==> src/rtl/ramp_phase_gen.sv <==
// rtl/ramp_phase_gen.sv - phase accumulator driving a 6-bit sawtooth index with valid/ack output and click-free stop
// Optional falling ramp via RAMP_DIR_EN.
module ramp_phase_gen #(
  parameter int ACC_W = 24
) (
  input  logic             clk,
  input  logic             reset,
  input  logic             sample_en,
  input  logic [ACC_W-1:0] freq_word,
  input  logic             freq_load,
  input  logic             gate,
`ifdef RAMP_DIR_EN
  input  logic             ramp_dir,
`endif
  output logic [5:0]       ramp,
  output logic             ramp_vld,
  input  logic             ramp_ack,
  output logic             overrun,
  input  logic             overrun_clr,
  output logic             busy
);

  typedef enum logic [1:0] {
    IDLE  = 2'd0,
    RUN   = 2'd1,
    DRAIN = 2'd2
  } state_t;

  localparam logic [ACC_W-1:0] ACC_MID = {1'b1, {(ACC_W-1){1'b0}}};
  localparam logic [5:0]       IDX_MID = 6'd32;

  state_t           state_q, state_d;
  logic [ACC_W-1:0] acc_q, acc_d;
  logic [ACC_W-1:0] freq_q, freq_d;
  logic [5:0]       ramp_q, ramp_d;
  logic             vld_q, vld_d;
  logic             ovr_q, ovr_d;

  logic [ACC_W-1:0] acc_next;
  logic [5:0]       idx_next;
  logic             crossing;
  logic             emit;
  logic             force_mid;
  logic             dir_w;

`ifdef RAMP_DIR_EN
  assign dir_w = ramp_dir;
`else
  assign dir_w = 1'b0;
`endif

  assign acc_next = acc_q + freq_q;
  assign idx_next = acc_next[ACC_W-1:ACC_W-6];
  // Upward pass through the midpoint: old MSB clear, new MSB set.
  assign crossing = !acc_q[ACC_W-1] && acc_next[ACC_W-1];

  always_ff @(posedge clk or posedge reset) begin
    if (reset) begin
      state_q <= IDLE;
    end else begin
      state_q <= state_d;
    end
  end

  always_comb begin
    state_d = state_q;
    case (state_q)
      IDLE: begin
        if (gate) state_d = RUN;
      end
      RUN: begin
        if (!gate) state_d = DRAIN;
      end
      DRAIN: begin
        if (gate)                   state_d = RUN;
        else if (emit && force_mid) state_d = IDLE;
      end
      default: state_d = IDLE;
    endcase
  end

  always_comb begin
    busy      = (state_q != IDLE);
    emit      = sample_en && ((state_q == RUN) || (state_q == DRAIN));
    force_mid = (state_q == DRAIN) && !gate && (crossing || (freq_q == '0));
  end

  always_comb begin
    acc_d  = acc_q;
    ramp_d = ramp_q;
    vld_d  = vld_q;
    ovr_d  = ovr_q;
    freq_d = freq_load ? freq_word : freq_q;
    if (emit) begin
      if (force_mid) begin
        acc_d  = ACC_MID;
        ramp_d = IDX_MID;
      end else begin
        acc_d  = acc_next;
        ramp_d = dir_w ? ~idx_next : idx_next;
      end
      vld_d = 1'b1;
    end else if (ramp_ack) begin
      vld_d = 1'b0;
    end
    // A new overrun beats a simultaneous clear.
    if (emit && vld_q && !ramp_ack) begin
      ovr_d = 1'b1;
    end else if (overrun_clr) begin
      ovr_d = 1'b0;
    end
  end

  always_ff @(posedge clk or posedge reset) begin
    if (reset) begin
      acc_q  <= ACC_MID;
      freq_q <= '0;
      ramp_q <= IDX_MID;
      vld_q  <= 1'b0;
      ovr_q  <= 1'b0;
    end else begin
      acc_q  <= acc_d;
      freq_q <= freq_d;
      ramp_q <= ramp_d;
      vld_q  <= vld_d;
      ovr_q  <= ovr_d;
    end
  end

  assign ramp     = ramp_q;
  assign ramp_vld = vld_q;
  assign overrun  = ovr_q;

endmodule

==> config.mk <==
export PLATFORM = sky130hd
export DESIGN_NAME = ramp_phase_gen
export DESIGN_NICKNAME = d
export VERILOG_FILES = /design/src/rtl/ramp_phase_gen.sv
export SDC_FILE = /design/constraint.sdc
export NUM_CORES = 1
export LEC_CHECK = 0
export BUFFER_PORTS_ARGS = -buffer_cell sky130_fd_sc_hd__buf_2
export CAP_MARGIN = 20
export CORE_UTILIZATION = 45
export CTS_CLUSTER_SIZE = 10
export DETAILED_ROUTE_END_ITERATION = 12
export PLACE_DENSITY = 0.68
export SLEW_MARGIN = 20
export SYNTH_ARGS = -nofsm -noshare
export SYNTH_HDL_FRONTEND = slang
export SYNTH_SLANG_ARGS = --single-unit
==> constraint.sdc <==
create_clock -name clk -period 4 [get_ports clk]
set_clock_uncertainty 0.1 [all_clocks]
set_input_delay 0.8 -clock clk [delete_from_list [all_inputs] [get_ports clk]]
set_output_delay 0.8 -clock clk [all_outputs]
set_load 0.03 [all_outputs]
==> results.py, run 1 <==
metrics = {
    "critical_path": {
        "critical_path_class": "register to register",
        "critPathRequiredTime_ps": 4100,
        "crit_buf_inv": 0,
        "arrival_ps": 3060,
        "rr_startpoint": "freq_q[0]",
        "crit_top_cell": "o211ai_1",
        "max_stage_delay_ps": 460,
        "endpoint_kind": "register",
        "path_delay_family": "compound AO/OA/AOI/OAI gates",
        "critPathMaxFanout": 3,
        "start_kind": "register",
        "worst_path_max_delay_cell": "a311oi_1",
        "r2r_slack_ps": 1040,
        "timing.rr.end": "acc_q[16]",
        "crit_path_cell_trace": "ha_1, fa_1, a211oi_1, o211ai_1, a311oi_1, o21ai_0, nand4b_1, o211ai_1, a22o_1",
        "reg2reg_depth": 9,
    },
    "worst_hold_path": {
        "hp-start": "acc_q[5]",
        "hp-class": "register to register",
        "min_path_cells": 1,
        "min_to": "acc_q[5]",
    },
    "clock_tree": {
        "post_cts_resized": 0,
        "clock_sink_count": 52,
        "cts-root-buf": "clkbuf_8",
        "path_clk_slew_ps": 90,
        "insertion_delay_ps": 310,
        "cts_setup_buffers": 0,
        "clockBufferDepth": 2,
        "hold_buffers": 0,
        "htreeDepth": 2,
        "cts_buffers": 5,
        "tritoncts": "yes",
    },
    "sta": {
        "tightest_slew_ps": 1039,
        "fin_crit_sh_pct": 73.88,
        "final_max_slew_viol_count": 0,
        "setup_violations": 0,
        "min_period_ps": 2955,
        "slew_headroom_pct": 30.60,
        "hold_slack_ps": 419.8,
        "max_freq_mhz": 338.4,
        "rsz0062_at_grt": "false",
        "hold_violations": 0,
        "setup_tns_ps": 0,
    },
    "detailed_routing": {
        "ant_nets": 0,
        "drc": 0,
        "drt-total-wl_um": 7006,
        "drt_iter0_drc": 116,
        "avgViaCountPerCell": 5.637,
        "wl_per_cell_um": 15.07,
        "drtPass1Iterations": 4,
        "via_count": 2621,
    },
    "pwr": {
        "intPower_mw": 1.570,
        "power_switching_mw": 1.231,
        "clockPowerShare_pct": 11.2,
        "peakVddDrop_uv": 231.9,
        "p_sw_share_pct": 43.95,
        "power_leakage_nw": 1.703,
        "p_comb_share_pct": 59.6,
        "seqPwrFrac_pct": 29.2,
        "powerDensity_nw_per_um2": 747.2,
    },
    "synth": {
        "syn_avg_cell_area_sq_um": 10.26,
        "yosysWarnings": 0,
        "synth_seq_cells": 52,
        "synthFlopType": "dfrtp_1",
        "synth_nets": 392,
        "synthesis.area_sq_um": 3407,
        "postSynthCellCount": 332,
        "synth-seq-area-share_pct": 38.23,
        "synthArstFlopShare_pct": 100.0,
        "synth-edff-count": 0,
        "post_synth_num_cell_types": 54,
    },
    "outcome": {
        "outcome": "finished clean",
    },
    "global_route": {
        "grt_pass1_vias": 2489,
        "grtUsageTotal_pct": 19.22,
        "antenna_found_initial": 0,
        "grt_max_degree": 49,
        "grt_pass1_wl_um": 11700,
        "grt_overflow": 0,
    },
    "job": {
        "maxCapViolCount": 0,
    },
    "layout": {
        "antenna_cells": 0,
        "drive_gt1_share_pct": 23.22,
        "syn2layout_area_growth_pct": 10.03,
        "nets": 425,
    },
    "placed_design": {
        "dpl.hpwl_um": 5231,
        "portBuffers": 39,
        "place.gp.congestion": 0.7854,
    },
    "floorplan": {
        "start_util_pct": 46.72,
        "core_sq_um": 7292,
        "die_h_um": 89.01,
        "rows": 31,
        "dieArea_sq_um": 7923,
        "io_pins": 40,
        "die_x_um": 89.01,
    },
}
==> layout make-up <==
| cell class | instances | area [sq um] |
|---|---|---|
| flip-flops and latches | 52 | 1303 |
| fillers | 729 | 3543 |
| multi-input cells | 250 | 1964 |
| repair buffers | 41 | 210.2 |
| well taps | 99 | 123.9 |
| inverters | 15 | 57.56 |
| clock buffers | 8 | 90.09 |
==> flip-flops by register name, summed over array words and instances, names as in the netlist <==
signal,count
acc_q,24
freq_q,24
overrun,1
ramp_vld,1
state_q,2
==> power groups by stage <==
| stage | Combinational [mW] | Sequential (mW) | Clock [mW] |
|---|---|---|---|
| 6_report | 1.67 | 0.818 | 0.313 |
| 5_1_grt | 1.87 | 0.844 | 0.345 |
| 4_1_cts | 1.67 | 0.820 | 0.315 |
| 3_5_place_dp | 1.66 | 0.828 | 0 |
| 3_3_place_gp | 1.63 | 0.823 | 0 |
| 2_1_floorplan | 1.39 | 0.808 | 0 |
==> through the flow <==
step	setup WS, ps	instances	utilization, %	power (mW)	instance area [sq um]
2_1_floorplan	1317	332	-	2.195	3407
5_1_grt	880.1	465	51.41	3.059	3749
3_5_place_dp	1094	457	50.15	2.489	3657
6_report	1045	465	51.41	2.801	3749
4_1_cts	1070	465	51.39	2.807	3747
3_3_place_gp	1159	457	50.15	2.453	3657
==> synth_stat cells, types with 4 or more instances <==
library cell | n | area share, %
a21oi_1 | 23 | 3.4
dfrtp_1 | 51 | 37
buf_4 | 6 | 1.3
nor2_1 | 10 | 1.1
ha_1 | 28 | 10
mux2_2 | 25 | 8.3
a22o_1 | 22 | 5.7
nor4_1 | 7 | 1.3
o211ai_1 | 11 | 2.4
nor3_1 | 9 | 1.3
inv_1 | 15 | 1.7
buf_2 | 4 | 0.59
xnor2_1 | 12 | 3.1
a21o_1 | 8 | 1.8
o21ai_0 | 10 | 1.5
nand3_1 | 9 | 1.3
clkbuf_1 | 5 | 0.55
xor2_1 | 4 | 1.0
nand2_1 | 14 | 1.5
==> worst max-delay path by stage <==
stage	startpoint	endpoint	slack, ps	cells past startpoint
floorplan	acc_q[0]	acc_q[22]	1320	9
global placement	freq_q[0]	acc_q[22]	1160	9
detailed placement	freq_q[0]	acc_q[16]	1090	9
CTS	freq_q[0]	acc_q[16]	1070	9
global route	freq_q[0]	acc_q[16]	880	9
finish	freq_q[0]	acc_q[16]	1040	9
==> routing by layer <==
layer / vias up / track usage, % / share of wire (%)
met5: - / 0 / 0
met1: 1243 / 25.97 / 50
met3: 5 / 3.232 / 3.2
li1: 1327 / - / -
met2: 46 / 32.31 / 46
met4: 0 / 4.618 / 0.93
==> layout by cell type (no fill, tap or decap), types with 4 or more instances in the layout <==
master,synthesis,layout
dfrtp_1,51,51
buf_2,4,39
ha_1,28,28
mux2_2,25,25
a21oi_1,23,23
a22o_1,22,22
inv_1,15,14
nand2_1,14,14
xnor2_1,12,12
o211ai_1,11,11
nor2_1,10,10
o21ai_0,10,10
nand3_1,9,9
nor3_1,9,9
a21o_1,8,8
nor4_1,7,7
clkbuf_8,0,6
xor2_1,4,4
==> logic make-up (layout without fill, tap and decap cells) <==
kind of cell / after synthesis / count (layout) / share of synthesized area, %
compound gates: 104 / 104 / 22.40
flops: 52 / 52 / 38.23
buf+inv: 30 / 64 / 4.113
fa+ha+maj: 29 / 29 / 10.87
xor+xnor: 16 / 16 / 4.113
simple gates: 76 / 76 / 12.01
mux: 25 / 25 / 8.263
No activity file was read; power rests on OpenSTA's default activity.
==> run 2, diff against run 1 <==
==> constraint.sdc (replaced) <==
create_clock -name clk -period 2.9 [get_ports clk]
set_clock_uncertainty 0.1 [all_clocks]
set_input_delay 0.58 -clock clk [delete_from_list [all_inputs] [get_ports clk]]
set_output_delay 0.58 -clock clk [all_outputs]
set_load 0.03 [all_outputs]
==> run 2 against run 1 <==
Sequential cell count did not move. Cell area rose by 3.6%. Register-to-register slack lost 970 ps. Fmax up 4.8%. Critical path depth unchanged. Die area did not move. Routed wire length grew 7.4%. Non-clock buffer count up 13. Sequential power rose by 38%. Clock power up 59%. Total power up 46%. Global-route usage increased by 1.4 points. Critical endpoint is now acc_q[22]. Largest cell class unchanged. Largest power group unchanged.
==> results.py, run 2 (same netlist as run 1, synthesis figures left out) <==
metrics = {
    "layout": {
        "reg.largest.list": "acc_q (24), freq_q (24), state_q (2)",
        "final_cell_mix": "dfrtp_1 (51), buf_2 (39), ha_1 (27)",
        "nets": 438,
        "final_common_cell": "dfrtp_1",
        "final.fill_count": 703,
        "fin_util_pct": 53.26,
        "syn2layout_area_growth_pct": 13.99,
        "stdcell_count": 478,
        "drive_gt1_share_pct": 27.18,
        "antenna_cells": 0,
        "final_cell_area_sq_um": 3884,
    },
    "critical_path": {
        "endpoint_kind": "register",
        "start_kind": "register",
        "critical_path_class": "register to register",
        "timing.rr.end": "acc_q[22]",
        "reg2reg_depth": 9,
        "arrival_ps": 2930,
        "worstSetupEndpoint": "acc_q[22]",
        "critPathRequiredTime_ps": 3010,
        "startpoint": "acc_q[0]",
        "critPathMaxFanout": 3,
        "r2r_slack_ps": 80,
        "rr_startpoint": "acc_q[0]",
    },
    "placed_design": {
        "dpl.hpwl_um": 5577,
        "placed_cell_area_sq_um": 3732,
        "dp.cells": 467,
        "portBuffers": 39,
        "place.gp.congestion": 0.8894,
    },
    "pwr": {
        "clockPowerShare_pct": 12.2,
        "power_switching_mw": 1.774,
        "p_sw_share_pct": 43.29,
        "power_leakage_nw": 1.774,
        "peakVddDrop_uv": 322.2,
        "powerDensity_nw_per_um2": 1055,
        "p_total_mw": 4.099,
        "seqPwrFrac_pct": 27.5,
        "intPower_mw": 2.324,
        "p_comb_share_pct": 60.3,
    },
    "outcome": {
        "outcome": "finished clean",
    },
    "detailed_routing": {
        "avgViaCountPerCell": 5.856,
        "wl_per_cell_um": 15.74,
        "via_count": 2799,
        "drc": 0,
        "ant_nets": 0,
        "drtPass1Iterations": 4,
        "drt-total-wl_um": 7523,
        "drt_iter0_drc": 127,
    },
    "floorplan": {
        "start_util_pct": 46.72,
        "die_x_um": 89.01,
        "io_pins": 40,
        "core_sq_um": 7292,
        "rows": 31,
        "dieArea_sq_um": 7923,
        "die_h_um": 89.01,
    },
    "sta": {
        "hold_slack_ps": 350.2,
        "tightest_slew_ps": 940.4,
        "final_max_slew_viol_count": 0,
        "slew_headroom_pct": 37.31,
        "fin_crit_sh_pct": 97.28,
        "max_freq_mhz": 354.5,
        "hold_violations": 0,
        "min_period_ps": 2821,
        "setup_violations": 0,
    },
    "clock_tree": {
        "clock_sink_count": 52,
        "path_clk_slew_ps": 100,
        "cts-root-buf": "clkbuf_8",
        "htreeDepth": 2,
        "insertion_delay_ps": 310,
        "clockBufferDepth": 2,
        "hold_buffers": 0,
        "tritoncts": "yes",
        "cts_buffers": 5,
    },
    "global_route": {
        "grtUsageTotal_pct": 20.61,
        "grt_overflow": 0,
        "grt_pass1_wl_um": 12570,
        "grt_max_degree": 45,
        "antenna_found_initial": 0,
        "grt_pass1_vias": 2656,
    },
    "job": {
        "maxCapViolCount": 0,
    },
    "worst_hold_path": {
        "hp-class": "input pin to asynchronous set/reset pin",
    },
}
run 2: final cells by class:
type / count / area [sq um] / area share [%]
clock buffers: 6 / 72.57 / 1.869
clock inverters: 2 / 35.03 / 0.9021
inverters: 15 / 56.30 / 1.450
multi-input cells: 250 / 1986 / 51.13
flip-flops and latches: 52 / 1303 / 33.54
well taps: 99 / 123.9 / 3.189
repair buffers: 54 / 307.8 / 7.925
run 2: worst min-delay path by stage:
stage,slack (ps),startpoint,to
2_1_floorplan,370,acc_q[20],acc_q[20]
3_5_place_dp,400,acc_q[13],acc_q[13]
3_3_place_gp,380,ramp_vld,ramp_vld
6_report,350,reset,ramp_vld
4_1_cts,350,overrun_clr,overrun
5_1_grt,340,overrun_clr,overrun
run 2: what timing repair did:
item,CTS,global route
setup endpoints to repair,15,2
buffers inserted,0,3
hold endpoints to repair,0,0
pin swaps,0,4
resized for setup,3,2
run 2: power groups by stage:
stage	registers [mW]	clock network [mW]	logic [mW]
after global placement	1.13	0	2.33
after global routing	1.16	0.544	2.73
after detailed placement	1.14	0	2.39
after floorplan	1.12	0	1.91
final	1.13	0.499	2.47
after CTS	1.13	0.522	2.43
run 2: metrics by stage:
| step | TNS, ps | setup WS [ps] |
|---|---|---|
| after floorplan | 0 | 217.3 |
| after global placement | 0 | 0.9266 |
| after detailed placement | -74.04 | -45.10 |
| after CTS | 0 | 6.293 |
| after global routing | -7.205 | -7.205 |
| final | 0 | 78.97 |
run 2: routing by layer:
metal	wire length (um)	vias up	part of all wire [%]	track usage, %
li1	-	1356	-	-
met1	3677	1378	49	27.15
met2	3530	57	47	35.24
met3	218	8	2.9	3.693
met4	97	0	1.3	5.195
met5	0	-	0	0
run 2: worst max-delay path: stages, from the launching register on:
cell and delay (ps):
dfrtp_1 400, ha_2 220, fa_2 350, a211oi_2 280
o211ai_1 210, a31o_2 280, o211ai_2 190, a31oi_1 120
or3_1 320, a32o_1 250
==> run 3, diff against run 2 <==
--- a/config.mk
+++ b/config.mk
@@ -11,6 +11,7 @@
 export CTS_CLUSTER_SIZE = 10
 export DETAILED_ROUTE_END_ITERATION = 12
 export PLACE_DENSITY = 0.68
+export SETUP_SLACK_MARGIN = 0.15
 export SLEW_MARGIN = 20
 export SYNTH_ARGS = -nofsm -noshare
 export SYNTH_HDL_FRONTEND = slang
==> run 3 against run 2 <==
Fmax up 2.8%. Critical path depth is the same. Sequential power about the same. Setup slack better by 76 ps. Cell area grew 1.3%. Total power is 1.1% higher. Combinational power rose by 2%. Largest cell class unchanged. Die area stayed put. Highest routed layer unchanged. Clock power barely moved. First-iteration DRC count rose by 14%. Register-to-register slack improved by 80 ps. Final cell count is 0.63% higher.
==> results.py, run 3 (same netlist as run 1, synthesis figures left out) <==
metrics = {
    "floorplan": {
        "io_pins": 40,
        "die_h_um": 89.01,
        "dieArea_sq_um": 7923,
        "die_x_um": 89.01,
        "rows": 31,
        "core_sq_um": 7292,
        "start_util_pct": 46.72,
    },
    "detailed_routing": {
        "via_count": 2775,
        "met2_length_um": 3577,
        "m1WireLength_um": 3654,
        "route.met3.wl_um": 236,
        "drc": 0,
        "wl_per_cell_um": 15.73,
        "ant_nets": 0,
        "drtPass1Iterations": 4,
        "avgViaCountPerCell": 5.769,
        "drt_iter0_drc": 145,
        "drt-total-wl_um": 7565,
        "highest_layer": "met4",
    },
    "global_route": {
        "grt_overflow": 0,
        "grt_pass1_wl_um": 12610,
        "grt_pass1_vias": 2676,
        "grt_max_degree": 45,
        "grtUsageTotal_pct": 20.67,
        "antenna_found_initial": 0,
    },
    "clock_tree": {
        "cts_buffers": 5,
        "hold_buffers": 0,
        "clock_sink_count": 52,
        "clockBufferDepth": 2,
        "cts-root-buf": "clkbuf_8",
        "tritoncts": "yes",
        "htreeDepth": 2,
        "path_clk_slew_ps": 100,
        "insertion_delay_ps": 310,
    },
    "layout": {
        "final_cell_area_sq_um": 3933,
        "nets": 441,
        "drive_gt1_share_pct": 28.80,
        "syn2layout_area_growth_pct": 15.42,
        "stdcell_count": 481,
        "final_common_cell": "dfrtp_1",
        "regArea_sq_um": 1303,
        "multiInputGateArea_sq_um": 2019,
        "antenna_cells": 0,
        "final_cell_mix": "dfrtp_1 (51), buf_2 (39), ha_1 (27)",
        "final.fill_count": 689,
        "reg.largest.list": "acc_q (24), freq_q (24), state_q (2)",
    },
    "critical_path": {
        "critical_path_class": "register to register",
        "start_kind": "register",
        "critPathMaxFanout": 3,
        "arrival_ps": 2860,
        "critPathRequiredTime_ps": 3010,
        "endpoint_kind": "register",
    },
    "placed_design": {
        "post-place-ws_ps": -45.10,
        "portBuffers": 39,
        "dpl.hpwl_um": 5577,
        "place.gp.congestion": 0.8894,
        "placed_cell_area_sq_um": 3732,
        "dp.cells": 467,
    },
    "pwr": {
        "peakVddDrop_uv": 320.7,
        "powerDensity_nw_per_um2": 1053,
        "p_total_mw": 4.143,
        "power_leakage_nw": 1.797,
    },
    "sta": {
        "rsz0062_at_grt": "true",
        "setup_violations": 0,
        "max_freq_mhz": 364.3,
        "hold_violations": 0,
        "final_max_slew_viol_count": 0,
        "worst_slack_ps": 155.1,
        "min_period_ps": 2745,
        "slew_headroom_pct": 36.95,
        "fin_crit_sh_pct": 94.65,
        "tightest_slew_ps": 945.7,
    },
    "job": {
        "maxCapViolCount": 0,
    },
    "worst_hold_path": {
        "hp-class": "input pin to register",
    },
    "outcome": {
        "outcome": "finished clean",
    },
}
-- run 3: changes by cell type in the layout (fill, tap and decap cells not counted), sizes merged --
cell	delta
buf	+2
nor2	+1
-- run 3: layout make-up --
type | count | area share [%]
inverters | 15 | 1.432
flip-flops and latches | 52 | 33.12
multi-input cells | 251 | 51.35
repair buffers | 56 | 8.209
clock buffers | 6 | 1.845
well taps | 99 | 3.150
clock inverters | 2 | 0.8909
-- run 3: worst max-delay path, stage by stage, from the launching register on --
cell	delay, ps
dfrtp_1	410
ha_2	200
fa_2	350
a211oi_2	240
o211ai_1	190
a31o_2	280
o211ai_2	180
a31oi_1	120
or3_1	330
a32o_1	250
-- run 3: what timing repair did --
| action | in CTS | in global routing |
|---|---|---|
| setup endpoints to repair | 22 | 25 |
| cloned | 0 | 1 |
| buffers inserted | 3 | 2 |
| gates resized for setup | 5 | 5 |
| pin swaps | 5 | 7 |
-- run 3: per-layer routing --
layer | vias to the layer above | global-route usage (%)
met5 | - | 0
met4 | 0 | 5.195
met3 | 8 | 3.693
met2 | 64 | 35.17
met1 | 1337 | 27.38
li1 | 1366 | -
-- run 3: final timing paths --
check                            start    endpoint  slack, ps  depth (start not counted)
min                        overrun_clr     overrun        350                          2
max                          freq_q[0]   acc_q[22]        160                          9
max reg2reg                  freq_q[0]   acc_q[22]        160                          9
min in group asynchronous        reset    ramp_vld        360                          2
max in group asynchronous        reset  freq_q[11]       1660                          3
min reg2reg                   ramp_vld    ramp_vld        420                          2
-- run 3: where the power goes --
part | internal [mW] | total, mW | switching [mW]
sequential | 0.956 | 1.13 | 0.173
combinational | 1.13 | 2.51 | 1.38
clock | 0.257 | 0.499 | 0.243
total | 2.35 | 4.14 | 1.80
-- run 3: stage by stage --
| stage | hold WS [ps] | TNS [ps] | utilization [%] |
|---|---|---|---|
| after CTS | 346.9 | 0 | 53.26 |
| final | 351.6 | 0 | 53.93 |
| after global placement | 384.7 | 0 | 51.18 |
| after global routing | 340.8 | 0 | 53.93 |
| after floorplan | 373.1 | 0 | - |
| after detailed placement | 400.0 | -74.04 | 51.18 |
